===== src/rtl/riscv_pkg.sv =====
// Shared RV32 definitions for the front end.
// Opcodes, immediate decoders, fetch FSM states.
package riscv_pkg;

  localparam int XLEN = 32;

  localparam logic [6:0] OPC_JAL    = 7'b1101111;
  localparam logic [6:0] OPC_JALR   = 7'b1100111;
  localparam logic [6:0] OPC_BRANCH = 7'b1100011;

  typedef enum logic {
    IDLE,
    MISS
  } fetch_state_e;

  function automatic logic [XLEN-1:0] imm_j(
    input logic [31:0] i
  );
    return {{12{i[31]}}, i[19:12], i[20],
            i[30:21], 1'b0};
  endfunction

  function automatic logic [XLEN-1:0] imm_b(
    input logic [31:0] i
  );
    return {{20{i[31]}}, i[7], i[30:25],
            i[11:8], 1'b0};
  endfunction

endpackage


===== src/rtl/ifetch_icache.sv =====
// Direct-mapped instruction cache, one word per line.
// Combinational lookup, synchronous fill, async valid clear.
module icache
  import riscv_pkg::*;
#(
  parameter int IDX_W = 4
) (
  input  logic            clk,
  input  logic            rst,
  input  logic [XLEN-1:2] rd_addr,
  output logic            hit,
  output logic [XLEN-1:0] rd_data,
  input  logic            wr_en,
  input  logic [XLEN-1:2] wr_addr,
  input  logic [XLEN-1:0] wr_data
);

  localparam int LINES = 1 << IDX_W;
  localparam int TAG_W = XLEN - IDX_W - 2;

  logic [LINES-1:0] valid;
  logic [TAG_W-1:0] tag_q  [LINES];
  logic [XLEN-1:0]  data_q [LINES];

  logic [IDX_W-1:0] rd_idx;
  logic [IDX_W-1:0] wr_idx;
  logic [TAG_W-1:0] rd_tag;
  logic [TAG_W-1:0] wr_tag;

  assign rd_idx = rd_addr[IDX_W+1:2];
  assign rd_tag = rd_addr[XLEN-1:IDX_W+2];
  assign wr_idx = wr_addr[IDX_W+1:2];
  assign wr_tag = wr_addr[XLEN-1:IDX_W+2];

  assign hit     = valid[rd_idx]
                && (tag_q[rd_idx] == rd_tag);
  assign rd_data = data_q[rd_idx];

  // valid bits: cleared on reset, set by a fill
  always_ff @(posedge clk or negedge rst) begin
    if (!rst) begin
      valid <= '0;
    end else if (wr_en) begin
      valid[wr_idx] <= 1'b1;
    end
  end

  // tag and data storage written on fill
  always_ff @(posedge clk) begin
    if (wr_en) begin
      tag_q[wr_idx]  <= wr_tag;
      data_q[wr_idx] <= wr_data;
    end
  end

endmodule


===== src/rtl/ifetch.sv =====
// Fetch unit: PC, icache refill FSM, static predictor.
// IFETCH_BTFN_EN: predict backward branches taken.
module ifetch
  import riscv_pkg::*;
#(
  parameter int              ICACHE_IDX_W = 4,
  parameter logic [XLEN-1:0] RESET_PC     = '0
) (
  input  logic            clk,
  input  logic            rst,
  input  logic            rdy,
  input  logic            rollback,
  input  logic [XLEN-1:0] rollback_pc,
  input  logic            stall,
  output logic            mem_req,
  output logic [XLEN-1:0] mem_addr,
  input  logic            mem_valid,
  input  logic [XLEN-1:0] mem_data,
  output logic            inst_rdy,
  output logic [XLEN-1:0] inst,
  output logic [XLEN-1:0] inst_PC,
  output logic            inst_is_Jump
);

  fetch_state_e    state;
  logic [XLEN-1:0] pc;
  logic [XLEN-1:0] line;
  logic [XLEN-1:0] next_pc;
  logic            hit;
  logic            taken;
  logic            fill;
  logic            is_jal;
`ifdef IFETCH_BTFN_EN
  logic            is_bwd;
`endif

  assign fill = rdy && (state == MISS)
             && mem_valid;

  icache #(
    .IDX_W (ICACHE_IDX_W)
  ) u_icache (
    .clk     (clk),
    .rst     (rst),
    .rd_addr (pc[XLEN-1:2]),
    .hit     (hit),
    .rd_data (line),
    .wr_en   (fill),
    .wr_addr (mem_addr[XLEN-1:2]),
    .wr_data (mem_data)
  );

  assign is_jal = (line[6:0] == OPC_JAL);
`ifdef IFETCH_BTFN_EN
  assign is_bwd = (line[6:0] == OPC_BRANCH)
               && line[31];
`endif

  // static next-PC prediction from the hit word
  always_comb begin
    next_pc = pc + 32'd4;
    taken   = 1'b0;
    unique case (1'b1)
      is_jal: begin
        next_pc = pc + imm_j(line);
        taken   = 1'b1;
      end
`ifdef IFETCH_BTFN_EN
      is_bwd: begin
        next_pc = pc + imm_b(line);
        taken   = 1'b1;
      end
`endif
      default: ;
    endcase
  end

  // fetch FSM: issue on hit, refill on miss, redirect
  always_ff @(posedge clk or negedge rst) begin
    if (!rst) begin
      state        <= IDLE;
      pc           <= RESET_PC;
      mem_req      <= 1'b0;
      mem_addr     <= '0;
      inst_rdy     <= 1'b0;
      inst         <= '0;
      inst_PC      <= '0;
      inst_is_Jump <= 1'b0;
    end else if (!rdy) begin
      inst_rdy <= 1'b0;
    end else begin
      inst_rdy <= 1'b0;
      unique case (state)
        IDLE: begin
          if (rollback) begin
            pc <= rollback_pc;
          end else if (stall) begin
            pc <= pc;
          end else if (hit) begin
            inst_rdy     <= 1'b1;
            inst         <= line;
            inst_PC      <= pc;
            inst_is_Jump <= taken;
            pc           <= next_pc;
          end else begin
            mem_req  <= 1'b1;
            mem_addr <= {pc[XLEN-1:2], 2'b00};
            state    <= MISS;
          end
        end
        MISS: begin
          if (mem_valid) begin
            mem_req <= 1'b0;
            state   <= IDLE;
          end
          if (rollback) begin
            pc <= rollback_pc;
          end
        end
        default: state <= IDLE;
      endcase
    end
  end

endmodule


===== config.mk =====
export PLATFORM = sky130hd
export DESIGN_NAME = ifetch
export DESIGN_NICKNAME = d
export VERILOG_FILES = /design/src/rtl/riscv_pkg.sv /design/src/rtl/ifetch_icache.sv /design/src/rtl/ifetch.sv
export SDC_FILE = /design/constraint.sdc
export NUM_CORES = 1
export LEC_CHECK = 0
export CELL_PAD_IN_SITES_DETAIL_PLACEMENT = 0
export CELL_PAD_IN_SITES_GLOBAL_PLACEMENT = 2
export CORE_MARGIN = 2
export CORE_UTILIZATION = 51
export DETAILED_ROUTE_END_ITERATION = 10
export PLACE_DENSITY_LB_ADDON = 0.25
export RECOVER_POWER = 50
export SKIP_LAST_GASP = 1
export SYNTH_ARGS = -nofsm -noshare
export SYNTH_HDL_FRONTEND = slang
export SYNTH_SLANG_ARGS = --single-unit

===== constraint.sdc =====
create_clock -name clk -period 16 [get_ports clk]
set_input_delay 3.2 -clock clk [delete_from_list [all_inputs] [get_ports clk]]
set_output_delay 3.2 -clock clk [all_outputs]
set_load 0.05 [all_outputs]

Word level (Yosys, flattened, before mapping)

Memories as Yosys holds them, arrays and structs flattened.
Cells that the tools add are included.

Bits in registers: 146
Logic and storage cells: 66
Output and inout port bits: 99
Bits of input ports: 70
Bits in writable memories: 928
Memories: 2

Memory list:

| memory          | depth | width | rd ports | clocked after memory_dff | wr ports | line                | text |
|---|---|---|---|---|---|---|---|
| u_icache.data_q | 16    | 32    | 1        | 0                        | 1        | ifetch_icache.sv:23 | `logic [XLEN-1:0] data_q [LINES];` |
| u_icache.tag_q  | 16    | 26    | 1        | 0                        | 1        | ifetch_icache.sv:22 | `logic [TAG_W-1:0] tag_q [LINES];` |

Reductions and logical operators: 8
Bitwise gates (word level): 5
Muxes and demuxes: 28
Add/subtract/negate cells: 2
Eq/ne operators: 9
$lt $le $gt $ge: 3

Operators with widths:

| kind                                                 | number |
|---|---|
| two-way mux 32 bit                                   | 5 |
| case mux 32 bit (2 select lines)                     | 1 |
| adder 32 x 3 -> 32 bit (second input constant)       | 1 |
| adder 32 bit                                         | 1 |
| equality test 26 bit                                 | 1 |
| two-way mux 1 bit                                    | 18 |
| bitwise OR 16 bit                                    | 1 |
| AND reduction 5 bit                                  | 3 |
| < comparator 4 x 5 -> 1 bit (second input constant)  | 2 |
| inequality test 2 bit (second input constant)        | 5 |
| equality test 7 bit (second input constant)          | 1 |
| inequality test 3 bit (second input constant)        | 2 |
| binary-select mux 1 bit (select 4 bit)               | 1 |
| demux 1 bit (select 4 bit)                           | 1 |
| >= comparator 4 x 1 -> 1 bit (second input constant) | 1 |
| logical AND 1 bit                                    | 4 |
| NOT 1 bit                                            | 4 |
| case mux 1 bit (2 select lines)                      | 2 |
| AND reduction 4 bit                                  | 1 |

Depth between registers and ports, before layout

Depth in word-level cells: 8
Depth in mapped cells: 23
Depth with buffers taken out: 15

Modules after synthesis

From an unflattened synthesis, not the netlist that was laid out.

Cells, all modules: 2440
Area, all modules: 44039.7 µm²

Modules (own cells, without submodules):

| module | area an instance (µm²) | sequential area each (µm²) | times used | cells each |
|---|---|---|---|---|
| icache | 36442.5                | 28267.1                    | 1          | 1542 |
| ifetch | 7597.3                 | 3253.1                     | 1          | 898 |

Worst setup path after synthesis

No wires, ideal clock.

Path type: input-to-reg
Start point: input mem_valid
End point: register u_icache.valid[0]
Slack: 7.544 ns
Data required time: 15.911 ns
Setup time: 0.089 ns
Arrival: 8.366 ns
Buffers on the path: 0
Stages: 4
Cells stage by stage: and3_1 -> or3b_2 -> nor3_1 -> or2_2

Longest elaborated chain between the ends: 1

RTL lines:

| what                           | line                | text |
|---|---|---|
| start: declaration             | ifetch.sv:17        | `input logic mem_valid,` |
| logical AND 1 bit              | ifetch.sv:38        | `&& mem_valid;` |
| end signal: assignment         | ifetch_icache.sv:42 | `valid <= '0;` |
| end signal: indexed assignment | ifetch_icache.sv:44 | `valid[wr_idx] <= 1'b1;` |
| end: declaration               | ifetch_icache.sv:21 | `logic [LINES-1:0] valid;` |

No other way between the ends.
A chain may end at the register's enable or synchronous reset.

==> run summary <==
The final net count is 2701. For the worst path arrival time, the log shows 7.45 ns. For the total count of max-transition violations in the final report, the log shows 151. The number of cells traversed by the worst register-to-register path works out to 14.

The min-delay analysis places its worst path in the category register to register. The sum of overflow across all layers after global routing came out at 0. Synthesis produced a netlist whose cell count is 2402. Fill cells in the final layout number 6353. Setup violations remaining at the end of the flow were counted as 0. For the final standard cell count with taps included and fillers excluded, the log shows 3850.

The worst setup path is of the primary input to asynchronous set/reset pin kind. The width of the die came out at 299 um. For the worst-case register-to-register setup slack, the log shows 9.73 ns.

The clock period minus worst slack is 8.15 ns. For this design, the slowest cell found on the critical path is clkbuf_1. For hold timing, the worst endpoint is inst[10]$_DFFE_PN0P_. The tools report the portion of the post-synthesis area used by sequential elements as 0.712.

The proportion of layout cells with a drive suffix above 1 works out to 0.208. The signal on the critical path passes through clkbuf_1 -> clkbuf_1. Origin of the worst min-delay path: inst[10]$_DFFE_PN0P_. The largest net degree at the start of global routing is 118, and the routability congestion estimate from global placement is 0.871. The number of clock sinks was 1074. The tools report the master cell of the clock root buffer as clkbuf_16.

The run gives 3 as the initial antenna violation count. In this run the remaining antenna-violating nets after routing total 0. The die span in y works out to 299 um.

For the final design instance area without fill, the log shows 50700 um^2. Compared with the post-synthesis result, the final layout area differs by 14.6%. In this run the critical register-to-register path is launched from pc[2]$_DFFE_PN0P_. VDD sags by at most 0.0923 mV. The count of different cell masters after synthesis was 83; the CTS buffer count was 107.

The flip-flop and latch count after synthesis is 1074, and the detailed router's first-iteration violation count is 2623. The tools report the category of the worst setup path launch point as a primary input. The number of post-CTS setup repair buffers was 0; the highest net fanout along the worst path was 60. The number of global-route vias before repair came out at 24100.

The H-tree was split into 3 levels. The number of standard-cell rows in the floorplan came out at 108. In this run the deepest clock path goes through 3 buffers.

The family with the most delay on the worst path was buffers and inverters. The aggregate global-route resource usage is 0.261. The part of the cycle the worst path needs was 0.509; the average via count per standard cell was 6.21. For this block, the routed nets add up to 116 mm of wire. The tool flagged a number of max-cap violations equal to 3. The first TritonRoute pass finished after 5 iterations. After clock tree synthesis, the repair step resized 0 gates. The top-area cell type share of the netlist area is 0.630. The first global-routing pass estimated 168 mm of wire. Post-detailed-route DRC marker count: 0. Setup repair after global routing left no endpoint under its margin.

edfxtp_1 takes more of the synthesized area than any other cell. In this run, synthesis inferred 928 flip-flops with an integrated enable. The initial core utilization came out at 0.513.

For this design the ratio of total power to cell area is 147 nW/um^2. For the number of ports placed on the die boundary, the log shows 169. The endpoint class of the critical path is an asynchronous set/reset pin. At the pin with the least slew margin, the transition time is 3.93 ns. The fraction of synthesis flops using an asynchronous set or reset pin is 0.136, and the routed length per placed instance is 30.0 um. Sorting the synthesized cells by how often they occur yields 928 x edfxtp_1, 243 x mux4_2, 169 x nand2_1. The number of placed instances, taps included, is 3645. Along the worst hold path, the cell count comes to 2. The die covers 89200 um^2. For the sum of negative setup slack, the log shows 0 ns.

The most frequent cell on the critical path was clkbuf_1. Summed over all cells, the static leakage comes to 17.5 nW. TritonCTS built the clock tree.

The delay of the slowest cell on the worst path was 2.83 ns; the cell area reported after detailed placement was 47200 um^2. Timing would allow up to 0.123 GHz. The total area inside the core boundary comes to 86300 um^2.

The run finished, with violations left. The total vias in the final route is 23900, and the number of hold-repair buffers added at the cts stage is 0. The tools report the final number of hold-violating endpoints as 0.

The wire-length estimate of the detail-placed layout is 69.9 mm. Together, buffers and inverters on the worst path number 2. The CTS clock-pin slew for the worst setup and hold paths works out to 0.06 ns.

By instance count, the leading cell after synthesis is edfxtp_1. The checks that failed: capacitance limit, slew limit. For the relative max-transition margin, the log shows -1.62. The cell area after synthesis was 44300 um^2.

Clock latency on the worst-skew pair, taken at its later pin, is 0.69 ns. The run gives 15.30 ns as the critical path data required time. In the synthesized netlist the dominant register cell turns out to be edfxtp_1. The setup skew after layout is 0.0341 ns. Yosys printed 0 warnings. The worst register-to-register path ends at pc[31]$_DFFE_PN0P_.

Sorting the synthesized cells by area gives the leading types as edfxtp_1 63%, mux4_2 12%, dfrtp_1 8.3%, mux2i_1 2.1%, nand2_1 1.4%. Number of port buffers: 166. A synthesized cell averages 18.4 um^2.
## flip-flops by register name, summed over array words and instances (netlist names)
register / count
mem_req: 1
mem_addr: 30
pc: 32
u_icache.data_q: 512
u_icache.valid: 16
inst_is_Jump: 1
u_icache.tag_q: 416
state: 1
inst_rdy: 1
inst_PC: 32
inst: 32
## final cells by class
| class | count | area (um^2) | area share |
|---|---|---|---|
| diodes | 2 | 5.00 | 0.0000986 |
| clock buffers | 139 | 2930 | 0.0578 |
| clock inverters | 64 | 657 | 0.0129 |
| inverters | 20 | 76.3 | 0.00150 |
| multi-input cells | 1173 | 12000 | 0.237 |
| flip-flops and latches | 1074 | 31500 | 0.621 |
| well taps | 1155 | 1450 | 0.0285 |
| repair buffers | 223 | 2090 | 0.0412 |
## how the worst max path moves through the flow
| stage | depth (start not counted) | end | from | slack [ns] |
|---|---|---|---|---|
| after floorplan | 4 | u_icache.valid[0]$_DFFE_PN0P_ | mem_valid | 7.54 |
| after global placement | 5 | u_icache.data_q[12][19]$_DFFE_PP_ | rdy | 9.40 |
| after detailed placement | 5 | u_icache.data_q[12][19]$_DFFE_PP_ | rdy | 9.29 |
| after CTS | 14 | pc[31]$_DFFE_PN0P_ | pc[2]$_DFFE_PN0P_ | 9.69 |
| after global routing | 2 | pc[4]$_DFFE_PN0P_ | rst | 6.92 |
| final | 2 | pc[4]$_DFFE_PN0P_ | rst | 7.85 |
## power by group
group / switching, W / leakage, nW / internal (W)
logic: 0.000881 / 5.46 / 0.000586
registers: 0.000225 / 10.3 / 0.00324
clock network: 0.00105 / 1.76 / 0.00149
total: 0.00216 / 17.5 / 0.00531
## cells in the final DEF (no fill, tap or decap), types with 18 or more instances in the layout
cell,n
edfxtp_1,928
mux4_2,243
nand2_1,169
dfrtp_1,143
clkbuf_16,109
clkdlybuf4s50_1,106
mux2i_1,95
o21ai_0,75
nor2_1,63
dlygate4sd3_1,59
a21oi_1,51
buf_4,50
xnor2_1,41
nand3_1,32
ha_1,31
xor2_1,29
mux2_2,27
a211oi_1,27
clkbuf_1,27
mux2_4,24
clkinv_2,22
a22oi_1,22
and3_1,20
clkinv_1,19
or2_2,18
## cells by family after synthesis
family	synth area share
AO/OA/AOI/OAI	0.0425
multiplexers	0.162
flip-flops	0.712
buffers and inverters	0.0188
adder cells (fa/ha/maj)	0.00922
AND/OR/NAND/NOR	0.0409
other	0.0000847
XOR/XNOR	0.0139
## layer usage
layer	GRT usage	share of wire	up-vias	wire length, um
met5	0	0.00011	-	13
met4	0.0648	0.020	2	2370
met3	0.0479	0.081	140	9310
met2	0.398	0.47	1035	53800
met1	0.393	0.43	12700	50100
li1	-	-	10100	-
## per-stage QoR
step / worst slack (ns) / util / total power [W] / hold WS (ns)
finish: 7.85 / 0.588 / 0.00747 / 0.461
global route: 6.92 / 0.588 / 0.00774 / 0.473
CTS: 9.69 / 0.588 / 0.00752 / 0.467
detailed placement: 9.29 / 0.547 / 0.00499 / 0.449
global placement: 9.40 / 0.547 / 0.00496 / 0.446
floorplan: 7.54 / - / 0.00443 / 0.432
No activity file was read; power rests on OpenSTA's default activity.
